==> src/rtl/mem_port_arbiter.sv <==
// Round-robin arbiter sharing one memory port between instruction refill (0) and data cache (1).
// Define MEM_ARB_PERF_EN to add saturating grant and stall counters.
module mem_port_arbiter #(
   parameter int unsigned DATA_WIDTH = 32,
   parameter int unsigned ADDR_WIDTH = 32
) (
   input  logic                  clk_i,
   input  logic                  rst_ni,
   input  logic [1:0]            req_i,
   input  logic                  we0_i,
   input  logic                  we1_i,
   input  logic [ADDR_WIDTH-1:0] addr0_i,
   input  logic [ADDR_WIDTH-1:0] addr1_i,
   input  logic [DATA_WIDTH-1:0] wdata0_i,
   input  logic [DATA_WIDTH-1:0] wdata1_i,
   output logic [1:0]            gnt_o,
   output logic [1:0]            rvalid_o,
   output logic [DATA_WIDTH-1:0] rdata0_o,
   output logic [DATA_WIDTH-1:0] rdata1_o,
   output logic                  owner_o,
   output logic                  busy_o,
   output logic                  mem_req_o,
   output logic                  mem_we_o,
   output logic [ADDR_WIDTH-1:0] mem_addr_o,
   output logic [DATA_WIDTH-1:0] mem_wdata_o,
   input  logic                  mem_ack_i,
   input  logic [DATA_WIDTH-1:0] mem_rdata_i
`ifdef MEM_ARB_PERF_EN
   ,
   output logic [15:0]           gnt_cnt0_o,
   output logic [15:0]           gnt_cnt1_o,
   output logic [15:0]           stall_cnt_o
`endif
);

   typedef enum logic [1:0] {StIdle, StBusy, StResp} state_e;

   state_e                state_q, state_d;
   logic                  last_owner_q, owner_q;
   logic                  mem_we_q;
   logic [ADDR_WIDTH-1:0] mem_addr_q;
   logic [DATA_WIDTH-1:0] mem_wdata_q;
   logic [DATA_WIDTH-1:0] rdata0_q, rdata1_q;
   logic [DATA_WIDTH-1:0] cap_data;
   logic                  winner;
   logic                  grant_evt;

   always_ff @(posedge clk_i or negedge rst_ni) begin
      if (!rst_ni) begin
         state_q <= StIdle;
      end else begin
         state_q <= state_d;
      end
   end

   always_comb begin
      state_d = state_q;
      unique case (state_q)
         StIdle:  if (|req_i) state_d = StBusy;
         StBusy:  if (mem_ack_i) state_d = StResp;
         StResp:  state_d = StIdle;
         default: state_d = StIdle;
      endcase
   end

   // A tie goes to whoever did not own the port last.
   always_comb begin
      unique case (req_i)
         2'b10:   winner = 1'b1;
         2'b11:   winner = ~last_owner_q;
         default: winner = 1'b0;
      endcase
   end

   assign grant_evt = (state_q == StIdle) && (|req_i);

   always_comb begin
      gnt_o     = 2'b00;
      rvalid_o  = 2'b00;
      mem_req_o = 1'b0;
      busy_o    = 1'b0;
      unique case (state_q)
         StIdle: if (|req_i) gnt_o[winner] = 1'b1;
         StBusy: begin
            mem_req_o = 1'b1;
            busy_o    = 1'b1;
         end
         StResp: begin
            busy_o            = 1'b1;
            rvalid_o[owner_q] = 1'b1;
         end
         default: ;
      endcase
   end

   assign cap_data = mem_we_q ? '0 : mem_rdata_i;

   always_ff @(posedge clk_i or negedge rst_ni) begin
      if (!rst_ni) begin
         last_owner_q <= 1'b1;
         owner_q      <= 1'b0;
         mem_we_q     <= 1'b0;
         mem_addr_q   <= '0;
         mem_wdata_q  <= '0;
         rdata0_q     <= '0;
         rdata1_q     <= '0;
      end else begin
         if (grant_evt) begin
            owner_q      <= winner;
            last_owner_q <= winner;
            mem_we_q     <= winner ? we1_i : we0_i;
            mem_addr_q   <= winner ? addr1_i : addr0_i;
            mem_wdata_q  <= winner ? wdata1_i : wdata0_i;
         end
         if (state_q == StBusy && mem_ack_i) begin
            rdata0_q <= owner_q ? '0 : cap_data;
            rdata1_q <= owner_q ? cap_data : '0;
         end
      end
   end

   assign owner_o     = owner_q;
   assign mem_we_o    = mem_we_q;
   assign mem_addr_o  = mem_addr_q;
   assign mem_wdata_o = mem_wdata_q;
   assign rdata0_o    = rdata0_q;
   assign rdata1_o    = rdata1_q;

`ifdef MEM_ARB_PERF_EN
   logic [15:0] gnt_cnt0_q, gnt_cnt1_q, stall_cnt_q;

   always_ff @(posedge clk_i or negedge rst_ni) begin
      if (!rst_ni) begin
         gnt_cnt0_q  <= '0;
         gnt_cnt1_q  <= '0;
         stall_cnt_q <= '0;
      end else begin
         if (gnt_o[0] && gnt_cnt0_q != 16'hFFFF) gnt_cnt0_q <= gnt_cnt0_q + 16'd1;
         if (gnt_o[1] && gnt_cnt1_q != 16'hFFFF) gnt_cnt1_q <= gnt_cnt1_q + 16'd1;
         if ((|req_i) && (gnt_o == 2'b00) && stall_cnt_q != 16'hFFFF) begin
            stall_cnt_q <= stall_cnt_q + 16'd1;
         end
      end
   end

   assign gnt_cnt0_o  = gnt_cnt0_q;
   assign gnt_cnt1_o  = gnt_cnt1_q;
   assign stall_cnt_o = stall_cnt_q;
`endif

endmodule

==> config.mk <==
export PLATFORM = sky130hd
export DESIGN_NAME = mem_port_arbiter
export DESIGN_NICKNAME = d
export VERILOG_FILES = /design/src/rtl/mem_port_arbiter.sv
export SDC_FILE = /design/constraint.sdc
export NUM_CORES = 1
export LEC_CHECK = 0
export BUFFER_PORTS_ARGS = -buffer_cell sky130_fd_sc_hd__buf_2
export CAP_MARGIN = 20
export CORE_MARGIN = 8
export CORE_UTILIZATION = 45
export DETAILED_ROUTE_END_ITERATION = 8
export PLACE_DENSITY_LB_ADDON = 0.3
export SYNTH_ARGS = -nofsm -noshare
export SYNTH_HDL_FRONTEND = slang
export SYNTH_SLANG_ARGS = --single-unit
==> constraint.sdc <==
create_clock -name clk_i -period 4.5 [get_ports clk_i]
set_clock_uncertainty 0.2 [all_clocks]
set_input_delay 0.9 -clock clk_i [delete_from_list [all_inputs] [get_ports clk_i]]
set_output_delay 0.9 -clock clk_i [all_outputs]
set_load 0.05 [all_outputs]
== Yosys cells after proc, flatten, opt, wreduce, memory -nomap -nowiden ==
Index checks and enable logic that the tools add are counted.

* Register bits after elaboration: 133
* Input bits: 167
* Output and inout bits: 136
* Logic and storage cells: 46

* $lt $le $gt $ge: 4
* Eq/ne operators: 6
* Muxes and demuxes: 19
* Bitwise operators: 1
* Reduce and logical (&&, ||, !) cells: 8

{| class="wikitable"
|+ Operators by type and width
! operator !! count
|-
| $mux 32 || 5
|-
| $mux 2 || 5
|-
| $eq 2x2->1 const B || 3
|-
| $mux 1 || 5
|-
| $logic_and 1x1->1 || 4
|-
| $lt 1x2->1 const B || 2
|-
| $pmux 2 s2 || 1
|-
| $reduce_or 2->1 || 2
|-
| $demux 1 s1 || 2
|-
| $eq 2x1->1 const B || 1
|-
| $ge 1x1->1 const B || 2
|-
| $logic_not 2->1 || 1
|-
| $ne 2x1->1 const B || 1
|-
| $ne 2x2->1 const B || 1
|-
| $pmux 1 s2 || 1
|-
| $reduce_and 2->1 || 1
|-
| $not 1->1 || 1
|}

== Depth between registers and ports, before layout ==
* Word-level depth: 8
* Gate-level depth with buffers: 7
* Gate-level depth less buffers: 5

== Worst setup path after synthesis ==
Ideal clock, no wire load.

* Path type: in2out
* Start point: input port req_i[0]
* End point: output port gnt_o[0]
* Data arrival time: 1.702 ns
* Data required time: 3.400 ns
* Path slack: 1.698 ns
* Stages: 2
* Path buffers: 0
* Path through: nand2_1 -> a21oi_1

* Longest elaborated chain between the ends: 8
* Elaborated cells on any way between the ends: 11
* Classes of those cells: order compare (2); eq/ne (2); mux (5); reduce/logical (2)

{| class="wikitable"
|+ Ends and longest elaborated chain
! what !! RTL line !! RTL
|-
| from (decl) || 9 || <nowiki>input logic [1:0] req_i,</nowiki>
|-
| $eq 2x2->1 || 68 || <nowiki>unique case (req_i)</nowiki>
|-
| $pmux 1 s2 || 68 ||
|-
| $lt 1x2->1 (implied by the code) / $ge 1x1->1 (equally long branches) || 83 || <nowiki>StIdle: if (|req_i) gnt_o[winner] = 1'b1;</nowiki>
|-
| $logic_and 1x1->1 (implied by the code) || 83 ||
|-
| $mux 1 (implied by the code) || 83 ||
|-
| $demux 1 s1 || 83 ||
|-
| $mux 2 * || 83 ||
|-
| $mux 2 * || 82 || <nowiki>unique case (state_q)</nowiki>
|-
| to (decl) || 16 || <nowiki>output logic [1:0] gnt_o,</nowiki>
|}

Every way passes the cells marked *; elsewhere a longest branch is shown, timed or not.

== Worst setup path after layout ==
* Start point: register state_q[0]
* End point: output port gnt_o[1]

* Longest elaborated chain between the ends: 2

{| class="wikitable"
|+ Ends and longest elaborated chain
! what !! RTL line !! RTL
|-
| from (decl) || 38 || <nowiki>state_e state_q, state_d;</nowiki>
|-
| from (signal assigned) || 50 || <nowiki>state_q <= StIdle;</nowiki>
|-
| from (signal assigned) || 52 || <nowiki>state_q <= state_d;</nowiki>
|-
| $logic_not 2->1 || 82 ||
|-
| $mux 2 || 82 ||
|}

Every way passes these cells.

==> reports/metrics.cfg <==
[logic_synthesis]
yosys_most_used_dff=dfrtp_1
synthCells=529
synth_fa_ha_area_share_pct=1.143
synth_edf_count=0
async_flop_share_pct=100.0
ys_warn_count=0
synth-seq-area-share_pct=60.82
syn-cell-area_um2=5474
yosys_register_bits=133
synth-simple-area-share_pct=10.03
synth_top_family_by_area=compound AO/OA/AOI/OAI gates
syn_area_per_cell_um2=10.35
synthXorXnorAreaFrac_pct=0
synth_cell_types=24
synth_mux_area_share_pct=0.4114
synth_compound_area_share_pct=23.27
syn_nets=701

[cts]
cts_buffer_depth=2
cts_hold_repair.buffers=0
clkSinkCount=133
clk_latency_ps=410
cts-resized-gates=0
clk_pin_slew_ps=60
tritoncts=built
cts-buffers-inserted=17
clockRootBuffer=clkbuf_16
htree_levels=4
post-cts-setup-buffers=0

[detailed_routing]
wl_met3_um=1927
highest_layer=met4
wirelength_um=18750
vias=5340
via_per_inst=5.460
drt_iter0_drc=403
wire_per_inst_um=19.17
m1WireLength_um=7188
drc=0
ant_nets=0
dr.pass1.iters=4
wl_met2_um=9217

[global_routing]
grt_usage_pct=22.93
grt_pass1_vias=5429
grt_max_degree=74
grt_pass1_wl_um=28880
overflow=0
antenna_found_initial=0

[floorplanning]
start_util_pct=45.76
core-area_um2=11960
fp.dieW_um=126.3
die_area_um2=15950
rows=40
ios=303
dieHeight_um=126.3

[timing]
fmax_mhz=346.4
relSlewSlack_pct=47.15
post-route-period-util_pct=64.15
hold_viol=0
finalCriticalPeriod_ps=2887
drv_slew=0
setup_tns_ps=0
grt_setup_unrepaired=false
worst_slew_pin_slew_ps=792.7
setup_ws_ps=1613
setup_viol=0

[cells_and_area]
stdcell_area_um2=7732
layout.cells.non_filler=978
layout.nets=989
area_growth_pct=41.26
layout-drive-gt1-share_pct=42.53

[placement]
post_dp_cell_area_um2=7073
gp_congestion=0.7850
dpl_worst_slack_ps=1659
dp_hpwl_um=13680
place_inst=944
io_buffers=302

[job]
maxCapViolCount=0

[setup_path]
required_ps=3400
worst_setup_path_end_kind=primary output
cp_max_fo=7
worst_setup_path_start_kind=register
critPathKind=reg -> out
arrival_ps=1790

[pwr]
power_density_nw_per_um2=942.7
finalPower_w=0.007289
leakage_nw=4.121
peakVddDrop_mv=0.4917

[worst_hold_path]
worstHoldPathType=reg -> reg

[outcome]
status=finished, final reports clean

[path summary, 6_finish.rpt]
check	from	to	slack, ps	depth (start not counted)
max reg2reg	state_q[1]$_DFFE_PN0P_	rdata0_o[23]$_DFFE_PN0P_	2010	7
min in group asynchronous	rst_ni	rdata0_o[17]$_DFFE_PN0P_	370	1
min	rdata0_o[26]$_DFFE_PN0P_	rdata0_o[26]$_DFFE_PN0P_	300	1
min reg2reg	rdata0_o[26]$_DFFE_PN0P_	rdata0_o[26]$_DFFE_PN0P_	300	1
max	state_q[0]$_DFFE_PN0P_	gnt_o[1]	1610	4
max in group asynchronous	rst_ni	state_q[1]$_DFFE_PN0P_	2870	2
[layout by cell type, fill, tap and decap left out, drive strengths merged]
| cell type | instances |
|---|---|
| a22o | 64 |
| nor3b | 2 |
| a21bo | 1 |
| nand2 | 67 |
| ha | 5 |
| clkinvlp | 1 |
| nor2b | 2 |
| inv | 6 |
| clkinv | 8 |
| dfrtp | 132 |
| dfstp | 1 |
| diode | 1 |
| mux2 | 2 |
| clkbuf | 17 |
| a31oi | 1 |
| nor3 | 2 |
| o21a | 1 |
| a21boi | 1 |
| a21oi | 133 |
| buf | 310 |
| nor2 | 66 |
| o21ai | 1 |
| bufinv | 4 |
| and2 | 2 |
| a21o | 1 |
[synthesized netlist by cell type (2+ instances only)]
cell type | number | share of area (%)
a21oi_1 | 133 | 12
a22o_1 | 64 | 10
and2_1 | 2 | 0.23
buf_2 | 27 | 2.5
buf_6 | 4 | 0.82
clkbuf_1 | 9 | 0.62
dfrtp_1 | 132 | 60
ha_1 | 5 | 1.1
inv_1 | 3 | 0.21
mux2_2 | 2 | 0.41
nand2_1 | 67 | 4.6
nor2_1 | 66 | 4.5
nor2b_1 | 2 | 0.23
nor3_1 | 2 | 0.18
nor3b_1 | 2 | 0.27
[cell families (layout without fill, tap and decap cells)]
logic type | Yosys count | in the layout
adder cells (fa/ha/maj) | 5 | 5
multiplexers | 2 | 2
other | 0 | 1
AO/OA/AOI/OAI | 203 | 203
buffers and inverters | 45 | 346
AND/OR/NAND/NOR | 141 | 141
flip-flops | 133 | 133
[worst max-delay path, cell delays in order, from the launching register on]
cell and delay (ps):
dfrtp_1 400, inv_1 120, ha_1 370, and2_1 210, buf_2 280
[metrics by stage]
step / hold slack, ps / util [%]
2_1_floorplan: 307.6 / -
3_5_place_dp: 285.8 / 59.13
3_3_place_gp: 283.1 / 58.80
6_report: 299.5 / 64.64
5_1_grt: 314.9 / 64.62
4_1_cts: 303.2 / 64.39
[area by class of cell]
class	instances	area (um^2)
clock inverter	15	203.9
fill	983	4229
timing repair buffer	310	1632
multi-input combinational	351	1941
clock buffer	17	425.4
tap	147	183.9
antenna	1	2.502
inverter	4	15.01
sequential	133	3329
[flip-flops by register name, indices dropped and copies added, names as in the netlist]
signal        cells
last_owner_q      1
mem_addr_o       32
mem_wdata_o      32
mem_we_o          1
owner_o           1
rdata0_o         32
rdata1_o         32
state_q           2
[metal layers]
metal / up-vias / GRT usage (%)
met2: 291 / 37.27
met1: 2582 / 26.58
met4: 0 / 9.554
met3: 36 / 9.049
li1: 2431 / -
met5: - / 0
[power by group]
group	internal, W	total (W)	switching, W
Clock	0.000931	0.00147	0.000534
Combinational	0.000912	0.00379	0.00288
Sequential	0.00172	0.00204	0.000319
Power figures use the tool's default switching activity.
